--- config.mk ---
export PLATFORM = sky130hd
export DESIGN_NAME = ysyx_23060061_sram_arbiter
export DESIGN_NICKNAME = d
export VERILOG_FILES = /design/src/rtl/ysyx_23060061_sram_arbiter_pkg.sv /design/src/rtl/ysyx_23060061_Reg.sv /design/src/rtl/ysyx_23060061_sram_arbiter_rr_arb2.sv /design/src/rtl/ysyx_23060061_sram_arbiter.sv
export SDC_FILE = /design/constraint.sdc
export NUM_CORES = 1
export LEC_CHECK = 0
export CAP_MARGIN = 20
export CORE_AREA = 2 2 118 120
export DETAILED_ROUTE_END_ITERATION = 10
export DIE_AREA = 0 0 120 122
export PLACE_DENSITY = 0.78
export SKIP_LAST_GASP = 1
export SLEW_MARGIN = 15
export SYNTH_ARGS = -nofsm -noshare
export SYNTH_HDL_FRONTEND = slang
export SYNTH_SLANG_ARGS = --single-unit
--- constraint.sdc ---
create_clock -name clk -period 2.03 [get_ports clk]
set_input_delay 0.406 -clock clk [delete_from_list [all_inputs] [get_ports clk]]
set_output_delay 0.406 -clock clk [all_outputs]
set_load 0.05 [all_outputs]
--- src/rtl/ysyx_23060061_sram_arbiter_pkg.sv ---
`default_nettype none
// ============================================================================
// Module      : ysyx_23060061_sram_arbiter_pkg
// Description : Shared encodings for the IFU/LSU SRAM arbiter.
// Revision    : 1.0 - initial release
// ============================================================================
package ysyx_23060061_sram_arbiter_pkg;

    typedef enum logic [1:0] {
        IDLE  = 2'd0,
        ISSUE = 2'd1,
        WAIT  = 2'd2,
        RESP  = 2'd3
    } state_t;

    localparam logic c_OWN_IFU = 1'b0;
    localparam logic c_OWN_LSU = 1'b1;
    localparam int   c_CNT_W   = 4;

endpackage
`default_nettype wire

--- src/rtl/ysyx_23060061_Reg.sv ---
`default_nettype none
// ============================================================================
// Module      : ysyx_23060061_Reg
// Description : Enabled register with synchronous active-high reset.
// Revision    : 1.0 - initial release
// ============================================================================
module ysyx_23060061_Reg #(
    parameter int               WIDTH     = 1,
    parameter logic [WIDTH-1:0] RESET_VAL = '0
) (
    input  logic             clk,
    input  logic             rst,
    input  logic [WIDTH-1:0] din,
    output logic [WIDTH-1:0] dout,
    input  logic             wen
);

    always_ff @(posedge clk) begin
        if (rst) begin
            dout <= RESET_VAL;
        end else if (wen) begin
            dout <= din;
        end
    end

endmodule
`default_nettype wire

--- src/rtl/ysyx_23060061_sram_arbiter_rr_arb2.sv ---
`default_nettype none
// ============================================================================
// Module      : ysyx_23060061_rr_arb2
// Description : Two-way round-robin grant; bit 0 = IFU, bit 1 = LSU.
// Revision    : 1.0 - initial release
// ============================================================================
module ysyx_23060061_rr_arb2
    import ysyx_23060061_sram_arbiter_pkg::*;
(
    input  logic       clk,
    input  logic       rst,
    input  logic [1:0] valid,
    input  logic       accept,
    output logic [1:0] grant
);

    logic r_last_grant;

    // On a tie the requester that did not win last time goes first.
    always_comb begin
        grant = 2'b00;
        case (valid)
            2'b01:   grant = 2'b01;
            2'b10:   grant = 2'b10;
            2'b11:   grant = (r_last_grant == c_OWN_LSU) ? 2'b01 : 2'b10;
            default: grant = 2'b00;
        endcase
    end

    always_ff @(posedge clk) begin
        if (rst) begin
            r_last_grant <= c_OWN_IFU;
        end else if (accept) begin
            r_last_grant <= grant[1];
        end
    end

endmodule
`default_nettype wire

--- src/rtl/ysyx_23060061_sram_arbiter.sv ---
`default_nettype none
// ============================================================================
// Module      : ysyx_23060061_sram_arbiter
// Description : Shares one fixed-latency SRAM port between the IFU and LSU.
// Revision    : 1.0 - initial release
// ============================================================================
module ysyx_23060061_sram_arbiter
    import ysyx_23060061_sram_arbiter_pkg::*;
#(
    parameter int LATENCY = 1,
    parameter int AW      = 32,
    parameter int DW      = 32
) (
    input  logic            clk,
    input  logic            rst,
    input  logic            ifu_req_valid,
    output logic            ifu_req_ready,
    input  logic [AW-1:0]   ifu_addr,
    output logic            ifu_resp_valid,
    input  logic            ifu_resp_ready,
    output logic [DW-1:0]   ifu_rdata,
    input  logic            lsu_req_valid,
    output logic            lsu_req_ready,
    input  logic [AW-1:0]   lsu_addr,
    input  logic            lsu_wen,
    input  logic [DW-1:0]   lsu_wdata,
    input  logic [DW/8-1:0] lsu_wmask,
    output logic            lsu_resp_valid,
    input  logic            lsu_resp_ready,
    output logic [DW-1:0]   lsu_rdata,
    output logic            mem_en,
    output logic            mem_wen,
    output logic [AW-1:0]   mem_addr,
    output logic [DW-1:0]   mem_wdata,
    output logic [DW/8-1:0] mem_wmask,
    input  logic [DW-1:0]   mem_rdata
);

    localparam logic [c_CNT_W-1:0] c_CNT_LOAD = c_CNT_W'(LATENCY - 1);

    state_t               r_state;
    state_t               w_state_nxt;
    logic [c_CNT_W-1:0]   r_cnt;
    logic [1:0]           w_grant;
    logic                 w_idle;
    logic                 w_accept;
    logic                 w_capture;
    logic                 w_resp;
    logic                 w_resp_take;

    logic                 r_owner;
    logic [AW-1:0]        r_addr;
    logic                 r_wen;
    logic [DW-1:0]        r_wdata;
    logic [DW/8-1:0]      r_wmask;
    logic [DW-1:0]        r_rdata;

    logic [AW-1:0]        w_addr_d;
    logic                 w_wen_d;
    logic [DW-1:0]        w_wdata_d;
    logic [DW/8-1:0]      w_wmask_d;
    logic [DW-1:0]        w_rdata_d;

    // Every output is forced low while rst is asserted, not just after the edge.
    assign w_idle   = (r_state == IDLE) && !rst;
    assign w_accept = (ifu_req_valid && ifu_req_ready) || (lsu_req_valid && lsu_req_ready);

    ysyx_23060061_rr_arb2 u_arb (
        .clk    (clk),
        .rst    (rst),
        .valid  ({lsu_req_valid, ifu_req_valid}),
        .accept (w_accept),
        .grant  (w_grant)
    );

    assign ifu_req_ready = w_idle && w_grant[0];
    assign lsu_req_ready = w_idle && w_grant[1];

    // IFU fetches never write, so their write fields are zeroed when latched.
    assign w_addr_d  = w_grant[1] ? lsu_addr  : ifu_addr;
    assign w_wen_d   = w_grant[1] && lsu_wen;
    assign w_wdata_d = w_grant[1] ? lsu_wdata : '0;
    assign w_wmask_d = w_grant[1] ? lsu_wmask : '0;

    ysyx_23060061_Reg #(.WIDTH(1))    u_owner (.clk(clk), .rst(rst), .din(w_grant[1]), .dout(r_owner), .wen(w_accept));
    ysyx_23060061_Reg #(.WIDTH(AW))   u_addr  (.clk(clk), .rst(rst), .din(w_addr_d),   .dout(r_addr),  .wen(w_accept));
    ysyx_23060061_Reg #(.WIDTH(1))    u_wen   (.clk(clk), .rst(rst), .din(w_wen_d),    .dout(r_wen),   .wen(w_accept));
    ysyx_23060061_Reg #(.WIDTH(DW))   u_wdata (.clk(clk), .rst(rst), .din(w_wdata_d),  .dout(r_wdata), .wen(w_accept));
    ysyx_23060061_Reg #(.WIDTH(DW/8)) u_wmask (.clk(clk), .rst(rst), .din(w_wmask_d),  .dout(r_wmask), .wen(w_accept));

    assign w_capture = (r_state == WAIT) && (r_cnt == '0);
    assign w_rdata_d = r_wen ? '0 : mem_rdata;

    ysyx_23060061_Reg #(.WIDTH(DW))   u_rdata (.clk(clk), .rst(rst), .din(w_rdata_d),  .dout(r_rdata), .wen(w_capture));

    assign w_resp_take = (r_owner == c_OWN_LSU) ? lsu_resp_ready : ifu_resp_ready;

    always_ff @(posedge clk) begin
        if (rst) begin
            r_state <= IDLE;
            r_cnt   <= '0;
        end else begin
            r_state <= w_state_nxt;
            if (r_state == ISSUE) begin
                r_cnt <= c_CNT_LOAD;
            end else if ((r_state == WAIT) && (r_cnt != '0)) begin
                r_cnt <= r_cnt - 1'b1;
            end
        end
    end

    always_comb begin
        w_state_nxt = r_state;
        case (r_state)
            IDLE:    if (w_accept)    w_state_nxt = ISSUE;
            ISSUE:                    w_state_nxt = WAIT;
            WAIT:    if (w_capture)   w_state_nxt = RESP;
            RESP:    if (w_resp_take) w_state_nxt = IDLE;
            default:                  w_state_nxt = IDLE;
        endcase
    end

    assign w_resp         = (r_state == RESP) && !rst;
    assign ifu_resp_valid = w_resp && (r_owner == c_OWN_IFU);
    assign lsu_resp_valid = w_resp && (r_owner == c_OWN_LSU);
    assign ifu_rdata      = ifu_resp_valid ? r_rdata : '0;
    assign lsu_rdata      = lsu_resp_valid ? r_rdata : '0;

    assign mem_en    = (r_state == ISSUE) && !rst;
    assign mem_wen   = mem_en && r_wen;
    assign mem_addr  = rst ? '0 : r_addr;
    assign mem_wdata = rst ? '0 : r_wdata;
    assign mem_wmask = rst ? '0 : r_wmask;

endmodule
`default_nettype wire

Word level (Yosys, flattened, before mapping)
Index checks and enable logic that the tools add are counted.
{"block": "word_totals", "ff_bits": 108, "input_bits": 139, "output_inout_bits": 138, "word_cells": 55}
{"block": "classes", "addsub": 1, "n_eq_ne": 9, "muxes": 16, "bitwise": 1, "reduce_logical": 20}
{"operator": "$mux 32", "count": 7}
{"operator": "$logic_and 1x1->1", "count": 13}
{"operator": "$eq 2x2->1 const B", "count": 4}
{"operator": "$mux 2", "count": 4}
{"operator": "$mux 4", "count": 2}
{"operator": "$pmux 2 s4", "count": 1}
{"operator": "$pmux 2 s3", "count": 1}
{"operator": "$eq 2x1->1 const B", "count": 2}
{"operator": "$logic_not 4->1", "count": 1}
{"operator": "$ne 2x1->1 const B", "count": 2}
{"operator": "$reduce_bool 4->1", "count": 1}
{"operator": "$sub 4x1->4 const B", "count": 1}
{"operator": "$reduce_and 3->1", "count": 1}
{"operator": "$logic_not 2->1", "count": 1}
{"operator": "$ne 2x2->1 const B", "count": 1}
{"operator": "$reduce_or 2->1", "count": 1}
{"operator": "$logic_not 1->1", "count": 1}
{"operator": "$logic_or 1x1->1", "count": 1}
{"operator": "$mux 1", "count": 1}
{"operator": "$not 1->1", "count": 1}

Depth between registers and ports, before layout
{"block": "logic_depth", "word_depth": 7, "depth_mapped": 8, "depth_no_buf": 5}

Cells and area by module
Synthesis repeated with hierarchy kept, for this count alone.
{"block": "hier_totals", "cells_unflattened": 640, "area_unflattened_um2": 5920.7}
{"mod": "ysyx_23060061_Reg (u_addr ...)", "instances": 3, "cells_per_inst": 103, "area_each_um2": 1163.6}
{"mod": "ysyx_23060061_sram_arbiter", "instances": 1, "cells_per_inst": 305, "area_each_um2": 2154.6}
{"mod": "ysyx_23060061_Reg (u_wmask)", "instances": 1, "cells_per_inst": 13, "area_each_um2": 140.1}
{"mod": "ysyx_23060061_Reg (u_owner ...)", "instances": 2, "cells_per_inst": 3, "area_each_um2": 33.8}
{"mod": "ysyx_23060061_rr_arb2", "instances": 1, "cells_per_inst": 7, "area_each_um2": 67.6}

Worst setup path after synthesis
Ideal clock, no wire load.
{"block": "synth_path", "kind": "input to output", "startpoint": "input rst", "endpoint": "output mem_wen", "arrival_time_ns": 2.059, "required_time_ns": 1.624, "setup_slack_ns": -0.435, "stages": 4, "path_buffers": 2, "cell_sequence": "clkbuf_1 -> clkbuf_1 -> nor2b_1 -> and2_1"}
{"block": "synth_between", "elab_chain_len": 3}
{"item": "start: declaration", "line_no": "ysyx_23060061_sram_arbiter.sv:15", "source": "input logic rst,"}
{"item": "$logic_not 1->1", "line_no": "ysyx_23060061_sram_arbiter.sv:129", "source": "assign mem_en = (r_state == ISSUE) && !rst;"}
{"item": "$logic_and 1x1->1", "line_no": "ysyx_23060061_sram_arbiter.sv:129"}
{"item": "via mem_en", "line_no": "ysyx_23060061_sram_arbiter.sv:31", "source": "output logic mem_en,"}
{"item": "$logic_and 1x1->1", "line_no": "ysyx_23060061_sram_arbiter.sv:130", "source": "assign mem_wen = mem_en && r_wen;"}
{"item": "end: declaration", "line_no": "ysyx_23060061_sram_arbiter.sv:32", "source": "output logic mem_wen,"}
The timed path passes the listed nets, and every way through them passes these cells.

Final worst setup path
{"block": "layout_path", "startpoint": "register r_state[0]", "endpoint": "output lsu_rdata[24]"}
{"block": "layout_between", "elab_chain_len": 4}
{"item": "start: declaration", "line_no": "ysyx_23060061_sram_arbiter.sv:41", "source": "state_t r_state;"}
{"item": "start signal: assignment", "line_no": "ysyx_23060061_sram_arbiter.sv:103", "source": "r_state <= w_state_nxt;"}
{"item": "$eq 2x2->1", "line_no": "ysyx_23060061_sram_arbiter.sv:123", "source": "assign w_resp = (r_state == RESP) && !rst;"}
{"item": "$logic_and 1x1->1", "line_no": "ysyx_23060061_sram_arbiter.sv:123"}
{"item": "$logic_and 1x1->1", "line_no": "ysyx_23060061_sram_arbiter.sv:125", "source": "assign lsu_resp_valid = w_resp && (r_owner == c_OWN_LSU);"}
{"item": "$mux 32", "line_no": "ysyx_23060061_sram_arbiter.sv:127", "source": "assign lsu_rdata = lsu_resp_valid ? r_rdata : '0;"}
{"item": "end: declaration", "line_no": "ysyx_23060061_sram_arbiter.sv:30", "source": "output logic [DW-1:0] lsu_rdata,"}
Every way passes these cells.

==> impl_metrics.env <==
export IMPL_outcome="finished, violations left"
export IMPL_failing_checks="negative setup slack"
export IMPL_timing_max_transition_violations_final=0
export IMPL_initialDrtViolationCount=324
export IMPL_die_area_um2=14600
export IMPL_fin_worst_skew_ns=0.00819
export IMPL_rsz_0062_raised_after_global_routing="true"
export IMPL_layout_cells_non_filler=1068
export IMPL_synth_fp_nets=767
export IMPL_slew_headroom_pct=65.3
export IMPL_cts_reportedPaths_clkPinSlew_ns=0.07
export IMPL_worst_hold_startpoint="u_rdata.dout[28]"
export IMPL_cap_viol_max_count=0
export IMPL_tritoncts_clock_tree="done"
export IMPL_number_of_buffers_inserted_for_hold_repair_after_clock_tree_synthesis=0
export IMPL_worst_path_max_fanout=17
export IMPL_drive_gt1_share_pct=30.1
export IMPL_setup_violations=32
export IMPL_mappedNetlistArea_um2=5230
export IMPL_switching_power_w=0.00338
export IMPL_syn_instance_count=622
export IMPL_gr_total_overflow=0
export IMPL_hold_violations=0
export IMPL_power_w=0.00887
export IMPL_preCtsSetupSlack_ns=0.0693
export IMPL_synth_edf_count=0
export IMPL_multiInputGateArea_um2=3060
export IMPL_crit_reg2reg_launch="r_cnt[0]"
export IMPL_ys_ff_latch=108
export IMPL_power_per_cell_area_nw_per_um2=889
export IMPL_dp_cells=1041
export IMPL_root_buffer="sky130_fd_sc_hd__clkbuf_16"
export IMPL_grt_use_total_pct=25.8
export IMPL_synth_seq_area_share_pct=41.3
export IMPL_worst_endpoint_required_ns=1.62
export IMPL_detail_route_vias_per_cell=5.28
export IMPL_max_clock_path_buffers=2
export IMPL_routed_wl_um=20000
export IMPL_critical_path_arrival_ns=1.68
export IMPL_port_buffer_count=276
export IMPL_grt_first_pass_wirelength_um=30200
export IMPL_cellInternalPower_w=0.00549
export IMPL_tritoncts_buffers=9
export IMPL_comb_power_share_pct=46.8
export IMPL_ys_warn_count=0
export IMPL_fin_nets=1028
export IMPL_floorplan_row_count=43
export IMPL_static_leakage_power_nw=3.92
export IMPL_holdCritPathClass="flop to flop"
export IMPL_clock_power_share_pct=19.7
export IMPL_antenna_violations_before_repair=0
export IMPL_first_global_vias=5767
export IMPL_core_area_um2=13500
export IMPL_synth_top_cells_by_area="sky130_fd_sc_hd__dfxtp_1, sky130_fd_sc_hd__nand3b_1, sky130_fd_sc_hd__nor2b_1, sky130_fd_sc_hd__and2_1, sky130_fd_sc_hd__o221a_1"
export IMPL_crit_path_start_kind="flop"
export IMPL_timing_critical_path_to_type="output pin"
export IMPL_yosysMostFrequentCell="sky130_fd_sc_hd__dfxtp_1"
export IMPL_period_share_pct=103
export IMPL_hold_ws_ns=0.477
export IMPL_synth_top_area_share_pct=41.3
export IMPL_final_setup_worst_slack_ns=-0.0533
export IMPL_vias=5642
export IMPL_seq_power_share_pct=33.5
export IMPL_synth_flop_cell="sky130_fd_sc_hd__dfxtp_1"
export IMPL_power_switching_fraction_pct=38.1
export IMPL_global_route_peak_usage_layer="met2"
export IMPL_netlist_top_cells_count="sky130_fd_sc_hd__dfxtp_1, sky130_fd_sc_hd__nor2b_1, sky130_fd_sc_hd__nand2_1"
export IMPL_flow_area_growth_from_synthesis_pct=90.8
export IMPL_critical_path_startpoint="r_state[0]"
export IMPL_start_util_pct=38.7
export IMPL_tritoncts_num_sinks=108
export IMPL_grt_use_met2_pct=46.1
export IMPL_antennaDiodeCount=0
export IMPL_place_congestion=0.850
export IMPL_detailedRoute_firstPassIterationCount=5
export IMPL_fillCellCount=938
export IMPL_detailedPlacementHpwl_um=14100
export IMPL_avgSynthCellArea_um2=8.41
export IMPL_route_antenna_remaining_nets=0
export IMPL_clock_insertion_delay_worst_skew_ns=0.34
export IMPL_ctsHtreeMaxLevel=3
export IMPL_grt_start_max_net_pins=41
export IMPL_met1_usage_pct=29.0
export IMPL_vdd_ir_drop_worst_mv=0.491
export IMPL_layout_min_cycle_time_ns=2.08
export IMPL_tightest_slew_ns=0.520
export IMPL_synth_top_cell_by_area="sky130_fd_sc_hd__dfxtp_1"
export IMPL_die_h_um=122
export IMPL_finalSetupTns_ns=-0.425
export IMPL_design_portCount=277
export IMPL_grt_met3_usage_pct=9.18
export IMPL_achievable_frequency_mhz=480
export IMPL_async_reset_ff_share_pct=0
export IMPL_wl_per_cell_um=18.7
export IMPL_area_sequential_um2=2170
export IMPL_synth_cell_type_count=32
export IMPL_critical_path_class="flop to output pin"
export IMPL_drc_errors=0
export IMPL_die_width_um=120
[layout by cell type (no fill, tap or decap), drive strengths merged, types with 4 or more instances in the layout]
cell	Yosys	layout
nand2	68	68
dfxtp	108	108
o21ai	39	39
clkbuf	45	11
ha	6	6
clkinvlp	0	4
a21oi	36	36
nand3	39	39
o221a	32	32
buf	14	171
nand3b	64	64
and2	66	66
clkdlybuf4s50	0	137
nand2b	6	6
inv	6	6
nor2b	70	70
[critical path: stages (launching register included)]
cell                      delay, ns
sky130_fd_sc_hd__dfxtp_4       0.37
sky130_fd_sc_hd__ha_4          0.13
sky130_fd_sc_hd__and3b_2       0.29
sky130_fd_sc_hd__buf_12        0.18
sky130_fd_sc_hd__and2_1        0.20
sky130_fd_sc_hd__buf_12        0.15
[power groups by stage]
stage | combinational [W] | clock, W | sequential (W)
global route | 0.00440 | 0.00188 | 0.00302
finish | 0.00415 | 0.00175 | 0.00297
floorplan | 0.00245 | 0 | 0.00287
global placement | 0.00390 | 0 | 0.00293
detailed placement | 0.00402 | 0 | 0.00296
CTS | 0.00412 | 0.00179 | 0.00294
[worst paths after layout]
| kind | cells after the start | end | slack, ns |
|---|---|---|---|
| hold / removal | 2 | u_rdata.dout[28] | 0.48 |
| setup / recovery | 5 | lsu_rdata[24] | -0.05 |
| setup reg to reg | 5 | r_state[1] | 0.11 |
| hold reg to reg | 2 | u_rdata.dout[28] | 0.48 |
[per-layer routing]
layer	up-vias	routed length [um]
li1	2649	-
met1	2725	7610
met2	240	10200
met3	28	1820
met4	0	350
met5	-	0
[stage by stage]
step,util [%],instance area (um2)
after floorplan,-,5250
after global placement,69.2,9350
after detailed placement,69.2,9350
after CTS,73.0,9860
after global routing,73.9,9980
final,73.9,9980
[state kept, by name, indices dropped and copies added, names as in the netlist]
register / flops
u_addr.dout: 32
u_rdata.dout: 32
u_wdata.dout: 32
r_cnt: 4
u_wmask.dout: 4
r_state: 2
u_arb.r_last_grant: 1
u_wen.dout: 1
[kinds of logic after synthesis]
| kind of cell | synth area share (%) |
|---|---|
| flip-flops | 41.3 |
| buffers and inverters | 4.88 |
| adder cells (fa/ha/maj) | 1.44 |
| multiplexers | 0.574 |
| AND/OR/NAND/NOR | 36.5 |
| AO/OA/AOI/OAI | 15.1 |
| XOR/XNOR | 0.167 |
[final cells by class]
class	instances	share of cell area (%)
Timing Repair Buffer	309	42.2
Multi-Input combinational cell	449	30.6
Sequential cell	108	21.8
Clock buffer	10	2.29
Tap cell	180	2.26
Clock inverter	6	0.652
Inverter	6	0.226
[repair_timing]
action                     4_1_cts  5_1_grt
resized for setup               47       34
hold endpoints to repair         0        0
setup buffers                    7        1
cloned                           2        2
setup endpoints to repair       66       68
pin swaps                       10        6
Note: power is estimated with default switching activity, not from simulation.
